**config.mk**
```make
export PLATFORM = sky130hd
export DESIGN_NAME = ahb2apb_bridge
export DESIGN_NICKNAME = d
export VERILOG_FILES = /design/src/rtl/ahb2apb_bridge_pkg.sv /design/src/rtl/ahb2apb_bridge_wait_timer.sv /design/src/rtl/ahb2apb_bridge.sv
export SDC_FILE = /design/constraint.sdc
export NUM_CORES = 1
export LEC_CHECK = 0
export BUFFER_PORTS_ARGS = -buffer_cell sky130_fd_sc_hd__buf_2
export CAP_MARGIN = 10
export CORE_UTILIZATION = 30
export CTS_CLUSTER_DIAMETER = 50
export DETAILED_ROUTE_END_ITERATION = 10
export PLACE_DENSITY = 0.54
export SETUP_SLACK_MARGIN = 0.2
export SYNTH_ARGS = -nofsm -noshare
export SYNTH_HDL_FRONTEND = slang
export SYNTH_SLANG_ARGS = --single-unit
```
**constraint.sdc**
```tcl
create_clock -name pclk -period 2.15 [get_ports pclk]
set_input_delay 0.43 -clock pclk [delete_from_list [all_inputs] [get_ports pclk]]
set_output_delay 0.43 -clock pclk [all_outputs]
set_load 0.05 [all_outputs]
```
**src/rtl/ahb2apb_bridge_pkg.sv**
```systemverilog
// Shared AHB/APB encodings and bridge FSM states for the AHB-Lite to APB bridge.
package ahb2apb_bridge_pkg;

    localparam logic [1:0] HTRANS_IDLE   = 2'b00;
    localparam logic [1:0] HTRANS_BUSY   = 2'b01;
    localparam logic [1:0] HTRANS_NONSEQ = 2'b10;
    localparam logic [1:0] HTRANS_SEQ    = 2'b11;

    localparam logic HRESP_OKAY  = 1'b0;
    localparam logic HRESP_ERROR = 1'b1;

    typedef enum logic [2:0] {
        ST_IDLE,
        ST_LOAD,
        ST_SETUP,
        ST_ACCESS,
        ST_ERR1,
        ST_ERR2
    } bridge_state_t;

    // Only selected NONSEQ/SEQ beats on a ready bus start an APB transaction.
    function automatic logic is_valid_transfer(
        input logic       sel,
        input logic       ready,
        input logic [1:0] trans
    );
        logic valid;
        valid = 1'b0;
        case (trans)
            HTRANS_NONSEQ, HTRANS_SEQ: valid = sel & ready;
            HTRANS_IDLE, HTRANS_BUSY:  valid = 1'b0;
        endcase
        return valid;
    endfunction

endpackage

```
**src/rtl/ahb2apb_bridge_wait_timer.sv**
```systemverilog
// Counts ACCESS cycles spent waiting on pready and flags when the wait budget is used up.
module ahb2apb_bridge_wait_timer #(
    parameter int TIMEOUT = 16,
    parameter int TO_W    = 5
) (
    input  logic pclk,
    input  logic preset,
    input  logic clear,
    input  logic enable,
    output logic expired
);

    localparam logic [TO_W-1:0] LIMIT = TO_W'((TIMEOUT == 0) ? 0 : TIMEOUT - 1);

    logic [TO_W-1:0] count;

    // Saturating so a TIMEOUT of 0 can never wrap into a spurious match.
    always_ff @(posedge pclk) begin
        if (!preset) begin
            count <= '0;
        end else if (clear) begin
            count <= '0;
        end else if (enable && (count != '1)) begin
            count <= count + 1'b1;
        end
    end

    assign expired = (TIMEOUT != 0) && (count == LIMIT);

endmodule

```
**src/rtl/ahb2apb_bridge.sv**
```systemverilog
// AHB-Lite slave to APB master bridge: one APB SETUP/ACCESS per AHB transfer, with
// wait-state insertion and a two-cycle ERROR response when the APB slave never responds.
module ahb2apb_bridge
    import ahb2apb_bridge_pkg::*;
#(
    parameter int ADDR_W  = 32,
    parameter int DATA_W  = 32,
    parameter int TIMEOUT = 16,
    parameter int TO_W    = 5
) (
    input  logic              pclk,
    input  logic              preset,
    input  logic              hsel,
    input  logic [ADDR_W-1:0] haddr,
    input  logic [1:0]        htrans,
    input  logic              hwrite,
    input  logic [DATA_W-1:0] hwdata,
    input  logic              hready_in,
    output logic              hreadyout,
    output logic              hresp,
    output logic [DATA_W-1:0] hrdata,
    output logic              psel,
    output logic              penable,
    output logic              pwrite,
    output logic [0:ADDR_W-1] paddr,
    output logic [0:DATA_W-1] pwdata,
    input  logic [0:DATA_W-1] prdata,
    input  logic              pready
);

    bridge_state_t     state, state_n;
    logic              hreadyout_n;
    logic              hresp_n;
    logic [DATA_W-1:0] hrdata_n;
    logic              psel_n;
    logic              penable_n;
    logic              pwrite_n;
    logic [0:ADDR_W-1] paddr_n;
    logic [0:DATA_W-1] pwdata_n;

    logic              start;
    logic              timer_clear;
    logic              timer_enable;
    logic              timer_expired;

    ahb2apb_bridge_wait_timer #(
        .TIMEOUT (TIMEOUT),
        .TO_W    (TO_W)
    ) u_wait_timer (
        .pclk    (pclk),
        .preset  (preset),
        .clear   (timer_clear),
        .enable  (timer_enable),
        .expired (timer_expired)
    );

    assign start        = is_valid_transfer(hsel, hready_in, htrans);
    assign timer_clear  = (state_n == ST_LOAD);
    assign timer_enable = (state == ST_ACCESS) && !pready;

    always_comb begin
        state_n     = state;
        hreadyout_n = hreadyout;
        hresp_n     = hresp;
        hrdata_n    = hrdata;
        psel_n      = psel;
        penable_n   = penable;
        pwrite_n    = pwrite;
        paddr_n     = paddr;
        pwdata_n    = pwdata;

        case (state)
            // ERR2 is the second error cycle; the master may already present the next transfer.
            ST_IDLE, ST_ERR2: begin
                hresp_n = HRESP_OKAY;
                if (start) begin
                    state_n     = ST_LOAD;
                    paddr_n     = haddr;
                    pwrite_n    = hwrite;
                    hreadyout_n = 1'b0;
                end else begin
                    state_n = ST_IDLE;
                end
            end
            ST_LOAD: begin
                if (pwrite) begin
                    pwdata_n = hwdata;
                end
                psel_n  = 1'b1;
                state_n = ST_SETUP;
            end
            ST_SETUP: begin
                penable_n = 1'b1;
                state_n   = ST_ACCESS;
            end
            ST_ACCESS: begin
                if (pready) begin
                    psel_n      = 1'b0;
                    penable_n   = 1'b0;
                    hreadyout_n = 1'b1;
                    if (!pwrite) begin
                        hrdata_n = prdata;
                    end
                    state_n = ST_IDLE;
                end else if (timer_expired) begin
                    psel_n    = 1'b0;
                    penable_n = 1'b0;
                    hresp_n   = HRESP_ERROR;
                    state_n   = ST_ERR1;
                end
            end
            ST_ERR1: begin
                hreadyout_n = 1'b1;
                state_n     = ST_ERR2;
            end
            default: begin
                state_n = ST_IDLE;
            end
        endcase
    end

    always_ff @(posedge pclk) begin
        if (!preset) begin
            state     <= ST_IDLE;
            hreadyout <= 1'b1;
            hresp     <= HRESP_OKAY;
            hrdata    <= '0;
            psel      <= 1'b0;
            penable   <= 1'b0;
            pwrite    <= 1'b0;
            paddr     <= '0;
            pwdata    <= '0;
        end else begin
            state     <= state_n;
            hreadyout <= hreadyout_n;
            hresp     <= hresp_n;
            hrdata    <= hrdata_n;
            psel      <= psel_n;
            penable   <= penable_n;
            pwrite    <= pwrite_n;
            paddr     <= paddr_n;
            pwdata    <= pwdata_n;
        end
    end

endmodule

```
# Yosys cells after proc, flatten, opt, wreduce, memory -nomap -nowiden
# Cells that the tools add are included.
# classes
n_addsub	1
n_eq_ne	16
mux	15
bitwise	3
reduce_logical	20
# ops
operator	count
3-bit case mux with 5 select lines	1
3-bit AND reduction	3
2-bit inequality test (second input constant)	4
1-bit case mux with 2 select lines	4
2-bit AND reduction	4
2-bit OR reduction	4
1-bit 2-to-1 mux	7
3-bit by 1-bit == test with 1-bit output (second input constant)	2
3-bit by 2-bit == test with 1-bit output (second input constant)	2
3-bit == test (second input constant)	2
3-bit 2-to-1 mux	2
2-bit nonzero test	3
5-bit by 1-bit adder with 5-bit output (second input constant)	1
5-bit by 4-bit == test with 1-bit output (second input constant)	1
5-bit inequality test (second input constant)	1
2-bit == test (second input constant)	2
3-bit logical NOT	1
3-bit inequality test (second input constant)	1
1-bit case mux with 3 select lines	1
3-bit nonzero test	1
2-bit by 1-bit == test with 1-bit output (second input constant)	1
1-bit logical AND	2
2-bit logical NOT	1
1-bit inverter	2
other kinds (2)	2
# word_totals
ff_bits	109
inputBits	104
output_inout_bits	101
elab_cells	65

# Longest topological paths before layout
# Gate-level depths: netlist of the first run.
# logic_depth
depth_word	7
ltp_mapped	7

# Hierarchy
# A second synthesis of the first run with hierarchy kept.
# hier_totals
hier_cells	492
hier_area_um2	4340.4
# by_module_without_submodules
module	n_inst	cells_each	area_per_inst_um2
ahb2apb_bridge	1	465	4086.4
ahb2apb_bridge_wait_timer	1	27	254.0

# Least setup slack after synthesis of the first run
# No wires, ideal clock.
# synth_timing
kind	reg2reg
start	register u_wait_timer.count[0]
end	register u_wait_timer.count[3]
setup_time_ps	72
arrival_ps	1774
path_slack_ps	304
path_stages_with_launch	8
path_cell_list	dfxtp_1 -> ha_1 -> and3_1 -> ha_1 -> or2_1 -> clkbuf_2 -> or4_1 -> a21oi_1
# synth_between
elab_chain_len	6
word_cells_on_any_way	9
classes_between	add/sub (1); eq/ne (3); mux (3); reduce/logical (2)
# synth_rtl
element	line_no	rtl
from (decl)	ahb2apb_bridge_wait_timer.sv:15	logic [TO_W-1:0] count;
from (signal assigned)	ahb2apb_bridge_wait_timer.sv:24	count <= count + 1'b1;
5-bit by 4-bit == test with 1-bit output	ahb2apb_bridge_wait_timer.sv:28	assign expired = (TIMEOUT != 0) && (count == LIMIT);
3-bit 2-to-1 mux	ahb2apb_bridge.sv:105	end else if (timer_expired) begin
3-bit 2-to-1 mux	ahb2apb_bridge.sv:97	if (pready) begin
3-bit case mux with 5 select lines	ahb2apb_bridge.sv:72	case (state)
3-bit by 1-bit == test with 1-bit output	ahb2apb_bridge.sv:58	assign timer_clear = (state_n == ST_LOAD);
2-bit OR reduction (no line)	n/a	
# Several ways; a longest one is shown, not always the timed one.
# A chain may end at the register's enable or synchronous reset.

# Worst setup path after layout of the first run
# Ends and elaborated chain as after synthesis.

==> impl_metrics.env, run 1 <==
export IMPL_multiInputGateArea_um2=2080
export IMPL_synth_area_um2=4480
export IMPL_die_w_um=124
export IMPL_final_max_slew_violation_count=0
export IMPL_numCtsBuffers=9
export IMPL_antenna_found_initial=0
export IMPL_finalSetupTns_ns=0
export IMPL_power_internal_uw=3130
export IMPL_place_port_buffers=203
export IMPL_grt_pass1_wl_um=20400
export IMPL_synth_distinct_cells=39
export IMPL_dp_cells=865
export IMPL_setup_ws_ns=0.250
export IMPL_crit_type="flop to flop"
export IMPL_diodes=0
export IMPL_ff_latch_area_um2=2180
export IMPL_clkSlewWorstSetupHoldPaths_ns=0.07
export IMPL_grtUsageTotal=0.158
export IMPL_p_per_area_nw_per_um2=695
export IMPL_drtIter0Drc=136
export IMPL_ios=205
export IMPL_place_gp_congestion=0.736
export IMPL_max_freq_mhz=526
export IMPL_root_buffer="clkbuf_16"
export IMPL_rsz0062_at_grt="false"
export IMPL_dieArea_um2=15400
export IMPL_start_util=0.309
export IMPL_wl_per_cell_um=13.7
export IMPL_die_h_um=124
export IMPL_fillers=1475
export IMPL_clk_latency_ns=0.34
export IMPL_power_switching_uw=987
export IMPL_core_area_um2=14500
export IMPL_vdd_drop_max_mv=0.315
export IMPL_skew_ns=0.00508
export IMPL_h_tree_depth=3
export IMPL_layout_min_cycle_time_ns=1.90
export IMPL_via_per_inst=4.93
export IMPL_syn_num_nets=620
export IMPL_fin_crit_sh=0.884
export IMPL_p_leak_uw=0.00251
export IMPL_drc=0
export IMPL_firstDrtPassIters=6
export IMPL_syn_inst=513
export IMPL_switching_share=0.239
export IMPL_ys_flop_type="dfxtp_1"
export IMPL_power_frac_comb=0.105
export IMPL_hpwl_um=8300
export IMPL_cp_end_kind="flop"
export IMPL_cts_buffer_depth=2
export IMPL_cts_hold_buffers=0
export IMPL_grt_overflow_total=0
export IMPL_slew_headroom=0.558
export IMPL_r2r_slack_ns=0.25
export IMPL_grt_start_max_net_pins=64
export IMPL_drive_above_1_share=0.345
export IMPL_placed_area_um2=5640
export IMPL_cp_arrival_ns=2.17
export IMPL_hold_viol=0
export IMPL_hold_start="hwdata[19]"
export IMPL_setup_viol=0
export IMPL_cts_sinks=109
export IMPL_cap_viol_max_count=0
export IMPL_path_max_fanout=7
export IMPL_synth_warnings=0
export IMPL_r2r_start="u_wait_timer.count[0]"
export IMPL_synth_edf_count=0
export IMPL_ys_async_sr_fraction=0
export IMPL_reg2regPathDepth=6
export IMPL_final_antenna_net_count=0
export IMPL_critPathLaunchType="flop"
export IMPL_final_cells=879
export IMPL_clock_power_share=0.393
export IMPL_avgSynthCellArea_um2=8.74
export IMPL_status="finished clean"
export IMPL_seq_power_share=0.502
export IMPL_drt_total_wl_um=12100
export IMPL_rows=44
export IMPL_cts_tree="yes"
export IMPL_whs_endpoint="pwdata[12]"
export IMPL_min_path_type="input port to flop"
export IMPL_synth_seq_area_share=0.487
export IMPL_fin_area_um2=5930
export IMPL_synth_seq_cells=109
export IMPL_r2r_end="u_wait_timer.count[3]"
export IMPL_critPathRequiredTime_ns=2.42
export IMPL_area_delta_synth_final_pct=32.2
export IMPL_grt_pass1_vias=4315
export IMPL_final_util=0.408
export IMPL_vias=4330
export IMPL_min_path_cells=3
export IMPL_pre_cts_ws_ns=0.254
export IMPL_nets=799
export IMPL_tightest_slew_ns=0.657
-- critical path, cell delays in order, from the launching register on --
cell	delay, ns
dfxtp_1	0.34
ha_1	0.21
and3_1	0.20
ha_1	0.19
or2_4	0.26
or4_1	0.50
a21oi_2	0.13
-- metrics by stage --
| stage | total power (uW) | hold WS (ns) |
|---|---|---|
| after global routing | 4300 | 0.319 |
| after CTS | 4190 | 0.309 |
| final | 4120 | 0.325 |
| after floorplan | 2370 | 0.448 |
| after global placement | 2540 | 0.437 |
| after detailed placement | 2550 | 0.448 |
-- routing by layer --
| metal | GRT usage | vias up | wire length (um) | part of all wire |
|---|---|---|---|---|
| met2 | 0.268 | 150 | 5580 | 0.46 |
| met4 | 0.0567 | 0 | 203 | 0.017 |
| li1 | - | 2137 | - | - |
| met1 | 0.191 | 2029 | 5440 | 0.45 |
| met5 | 0 | - | 0 | 0 |
| met3 | 0.0404 | 14 | 841 | 0.070 |
-- worst max path at each step --
stage                     slack [ns]  cells past startpoint                  start                    end
final                           0.25                      6  u_wait_timer.count[0]  u_wait_timer.count[3]
after detailed placement        0.25                      6  u_wait_timer.count[0]  u_wait_timer.count[3]
after CTS                       0.23                      6  u_wait_timer.count[0]  u_wait_timer.count[3]
after global placement          0.28                      6  u_wait_timer.count[0]  u_wait_timer.count[3]
after floorplan                 0.30                      7  u_wait_timer.count[0]  u_wait_timer.count[3]
after global routing            0.18                      6  u_wait_timer.count[0]  u_wait_timer.count[3]
-- flip-flops by register name, summed over array words and instances (netlist names) --
name                cells
hrdata                 32
hreadyout               1
hresp                   1
paddr                  32
penable                 1
psel                    1
pwdata                 32
pwrite                  1
state                   3
u_wait_timer.count      5
-- area by class of cell --
| class | instances | area share |
|---|---|---|
| inverter | 2 | 0.00127 |
| multi-input combinational | 351 | 0.351 |
| tap | 184 | 0.0388 |
| clock inverter | 2 | 0.00591 |
| timing repair buffer | 219 | 0.194 |
| sequential | 109 | 0.368 |
| clock buffer | 12 | 0.0416 |
-- cells in the mapped netlist, types with 2 or more instances --
cell type,number,area share
a21boi_0,65,0.11
a21boi_1,35,0.059
a21oi_1,5,0.0056
buf_1,2,0.0017
buf_2,17,0.019
buf_4,5,0.0084
clkbuf_1,25,0.021
dfxtp_1,109,0.49
ha_1,3,0.0084
inv_1,2,0.0017
nand2_1,66,0.055
nand2b_1,3,0.0042
nand3_1,67,0.075
nand4b_1,2,0.0039
nor2_1,4,0.0033
nor2b_1,4,0.0056
o21a_1,3,0.0050
o21ai_0,73,0.081
o31ai_1,2,0.0033
or4_1,2,0.0033
-- repair_timing --
| item | in CTS | in global routing |
|---|---|---|
| buffers inserted | 0 | 0 |
| gates resized for setup | 0 | 3 |
| endpoints found under the setup margin | 0 | 2 |
-- power by group through the flow --
stage | Combinational, uW | Clock [uW] | Sequential, uW
floorplan | 160 | 0 | 2210
CTS | 434 | 1690 | 2070
global placement | 425 | 0 | 2120
global route | 470 | 1760 | 2070
finish | 431 | 1620 | 2070
detailed placement | 433 | 0 | 2120
-- kinds of logic (layout without fill, tap and decap cells) --
kind of cell | after synthesis | in the layout | synth area share
buffers and inverters | 53 | 235 | 0.0552
adder cells (fa/ha/maj) | 3 | 3 | 0.00837
XOR/XNOR | 2 | 2 | 0.00977
flip-flops | 109 | 109 | 0.487
AO/OA/AOI/OAI | 185 | 185 | 0.266
AND/OR/NAND/NOR | 161 | 161 | 0.174
-- cell usage in the layout, fill, tap and decap left out, types with 4 or more instances in the layout --
master / count
a21boi_0: 65
dfxtp_1: 109
nand3_1: 67
nand2_1: 66
a21boi_1: 35
clkbuf_16: 9
nor2_1: 4
a21oi_1: 4
buf_4: 15
o21ai_0: 73
buf_2: 203
No activity file was read; power rests on OpenSTA's default activity.
==> run 2, diff against run 1 <==
--- a/config.mk
+++ b/config.mk
@@ -9,2 +9,3 @@
 export CAP_MARGIN = 10
+export CORE_ASPECT_RATIO = 0.75
 export CORE_UTILIZATION = 30
==> constraint.sdc (replaced) <==
create_clock -name pclk -period 2.15 [get_ports pclk]
set_input_delay 0 -clock pclk [delete_from_list [all_inputs] [get_ports pclk]]
set_output_delay 0 -clock pclk [all_outputs]
set_load 0.05 [all_outputs]
==> run 2 against run 1 <==
Against the previous run:
- final cell count up 13%
- largest power group unchanged
- critical path depth unchanged
- clock power rose by 5%
- global-route usage increased by 2.1 points
- sequential cell count unchanged
- critical path type unchanged
- power is 5.4% higher
- highest routed layer unchanged
==> impl_metrics.env, run 2 (same netlist as run 1, synthesis figures left out) <==
export IMPL_core_area_um2=14500
export IMPL_diodes=0
export IMPL_die_w_um=143
export IMPL_multiInputGateArea_um2=2070
export IMPL_fin_crit_sh=0.870
export IMPL_final_common_cell="buf_2"
export IMPL_grt_pass1_vias=4687
export IMPL_place_gp_congestion=0.774
export IMPL_r2r_start="u_wait_timer.count[0]"
export IMPL_tightest_slew_ns=0.569
export IMPL_crit_chain="ha_1 -> and3_1 -> ha_1 -> or2_4 -> or4_1 -> a21oi_1"
export IMPL_hold_viol=0
export IMPL_drc=0
export IMPL_grt_overflow_total=0
export IMPL_ff_latch_area_um2=2180
export IMPL_drt_total_wl_um=13500
export IMPL_critPathLaunchType="flop"
export IMPL_firstDrtPassIters=4
export IMPL_cap_viol_max_count=0
export IMPL_path_max_fanout=7
export IMPL_cts_tree="yes"
export IMPL_max_freq_mhz=534
export IMPL_rows=38
export IMPL_final_cell_mix="buf_2, dfxtp_1, dlygate4sd3_1, o21ai_0, nand3_1"
export IMPL_place_port_buffers=203
export IMPL_r2r_slack_ns=0.28
export IMPL_crit_top_cell="ha_1"
export IMPL_antenna_found_initial=0
export IMPL_vdd_drop_max_mv=0.344
export IMPL_critPathSlowestCell="or4_1"
export IMPL_crit_type="flop to flop"
export IMPL_p_per_area_nw_per_um2=627
export IMPL_hpwl_um=8420
export IMPL_p_total_uw=4350
export IMPL_grtUsageTotal=0.179
export IMPL_clk_latency_ns=0.34
export IMPL_crit_path_end="u_wait_timer.count[3]"
export IMPL_vias=4731
export IMPL_grt_pass1_wl_um=21900
export IMPL_rsz0062_at_grt="false"
export IMPL_fillers=1415
export IMPL_p_leak_uw=0.00291
export IMPL_numCtsBuffers=9
export IMPL_die_h_um=108
export IMPL_layout_min_cycle_time_ns=1.87
export IMPL_drtIter0Drc=191
export IMPL_area_delta_synth_final_pct=54.6
export IMPL_drive_above_1_share=0.304
export IMPL_clkSlewWorstSetupHoldPaths_ns=0.07
export IMPL_root_buffer="clkbuf_16"
export IMPL_h_tree_depth=3
export IMPL_slowest_delay_ns=0.47
export IMPL_reg2regPathDepth=6
export IMPL_worst_path_buf_inv=0
export IMPL_start_util=0.308
export IMPL_ios=205
export IMPL_critPathRequiredTime_ns=2.43
export IMPL_finalSetupTns_ns=0
export IMPL_skew_ns=0.00562
export IMPL_cp_arrival_ns=2.15
export IMPL_top_regs="hrdata x32, paddr x32, pwdata x32"
export IMPL_via_per_inst=4.76
export IMPL_dieArea_um2=15400
export IMPL_grt_start_max_net_pins=51
export IMPL_setup_viol=0
export IMPL_wl_per_cell_um=13.6
export IMPL_final_cells=994
export IMPL_final_antenna_net_count=0
export IMPL_nets=897
export IMPL_cp_end_kind="flop"
export IMPL_critPathTopFamily="simple AND/OR/NAND/NOR gates"
export IMPL_min_path_type="input port to flop"
export IMPL_slew_headroom=0.616
export IMPL_cts_buffer_depth=2
export IMPL_cts_sinks=109
export IMPL_setup_worst_path_start="u_wait_timer.count[0]"
export IMPL_final_max_slew_violation_count=0
export IMPL_whs_ns=0.0360
export IMPL_r2r_end="u_wait_timer.count[3]"
export IMPL_cp_depth=6
export IMPL_dp_cells=881
export IMPL_status="finished clean"
[run 2: timing repair]
item / CTS / global route
endpoints found under the setup margin: 0 / 5
hold endpoints to repair: 103 / 0
gates resized for setup: 0 / 2
buffers inserted: 0 / 0
hold buffers: 98 / 0
[run 2: how the worst min path moves through the flow]
stage	start	to	slack, ns	depth (start not counted)
2_1_floorplan	pready	hreadyout	0.13	2
3_3_place_gp	hwdata[14]	pwdata[17]	0.24	3
3_5_place_dp	hwdata[12]	pwdata[19]	0.25	3
4_1_cts	pready	hreadyout	0.02	3
5_1_grt	pready	hreadyout	0.04	3
6_report	pready	hreadyout	0.04	3
[run 2: layout make-up]
class	instances	area share
clock inverter	3	0.00650
inverter	2	0.00108
tap	200	0.0361
sequential	109	0.315
clock buffer	12	0.0370
timing repair buffer	317	0.305
multi-input combinational	351	0.299
[run 2: stage by stage]
stage                      util  setup WS (ns)  instance area (um^2)
final                     0.477          0.279                  6930
after global routing      0.477          0.205                  6930
after CTS                 0.476          0.238                  6930
after detailed placement  0.388          0.259                  5650
after global placement    0.388          0.284                  5650
after floorplan               -          0.304                  4480
[run 2: tightest hold or removal path, cell delays in order]
cell and delay, ns:
buf_2 0.16, nand2_1 0.08, nand4b_1 0.10
[run 2: power by group]
part	internal (uW)	switching (uW)	leakage, uW
sequential	2050	21.1	0.000881
combinational	274	296	0.00189
clock	962	742	0.000141
[run 2: per-layer routing]
metal  track usage  vias up  share of wire
met5             0        -              0
met4        0.0576        0          0.012
met3        0.0565       15          0.069
met2         0.315      153           0.48
met1         0.204     2229           0.44
li1              -     2334              -
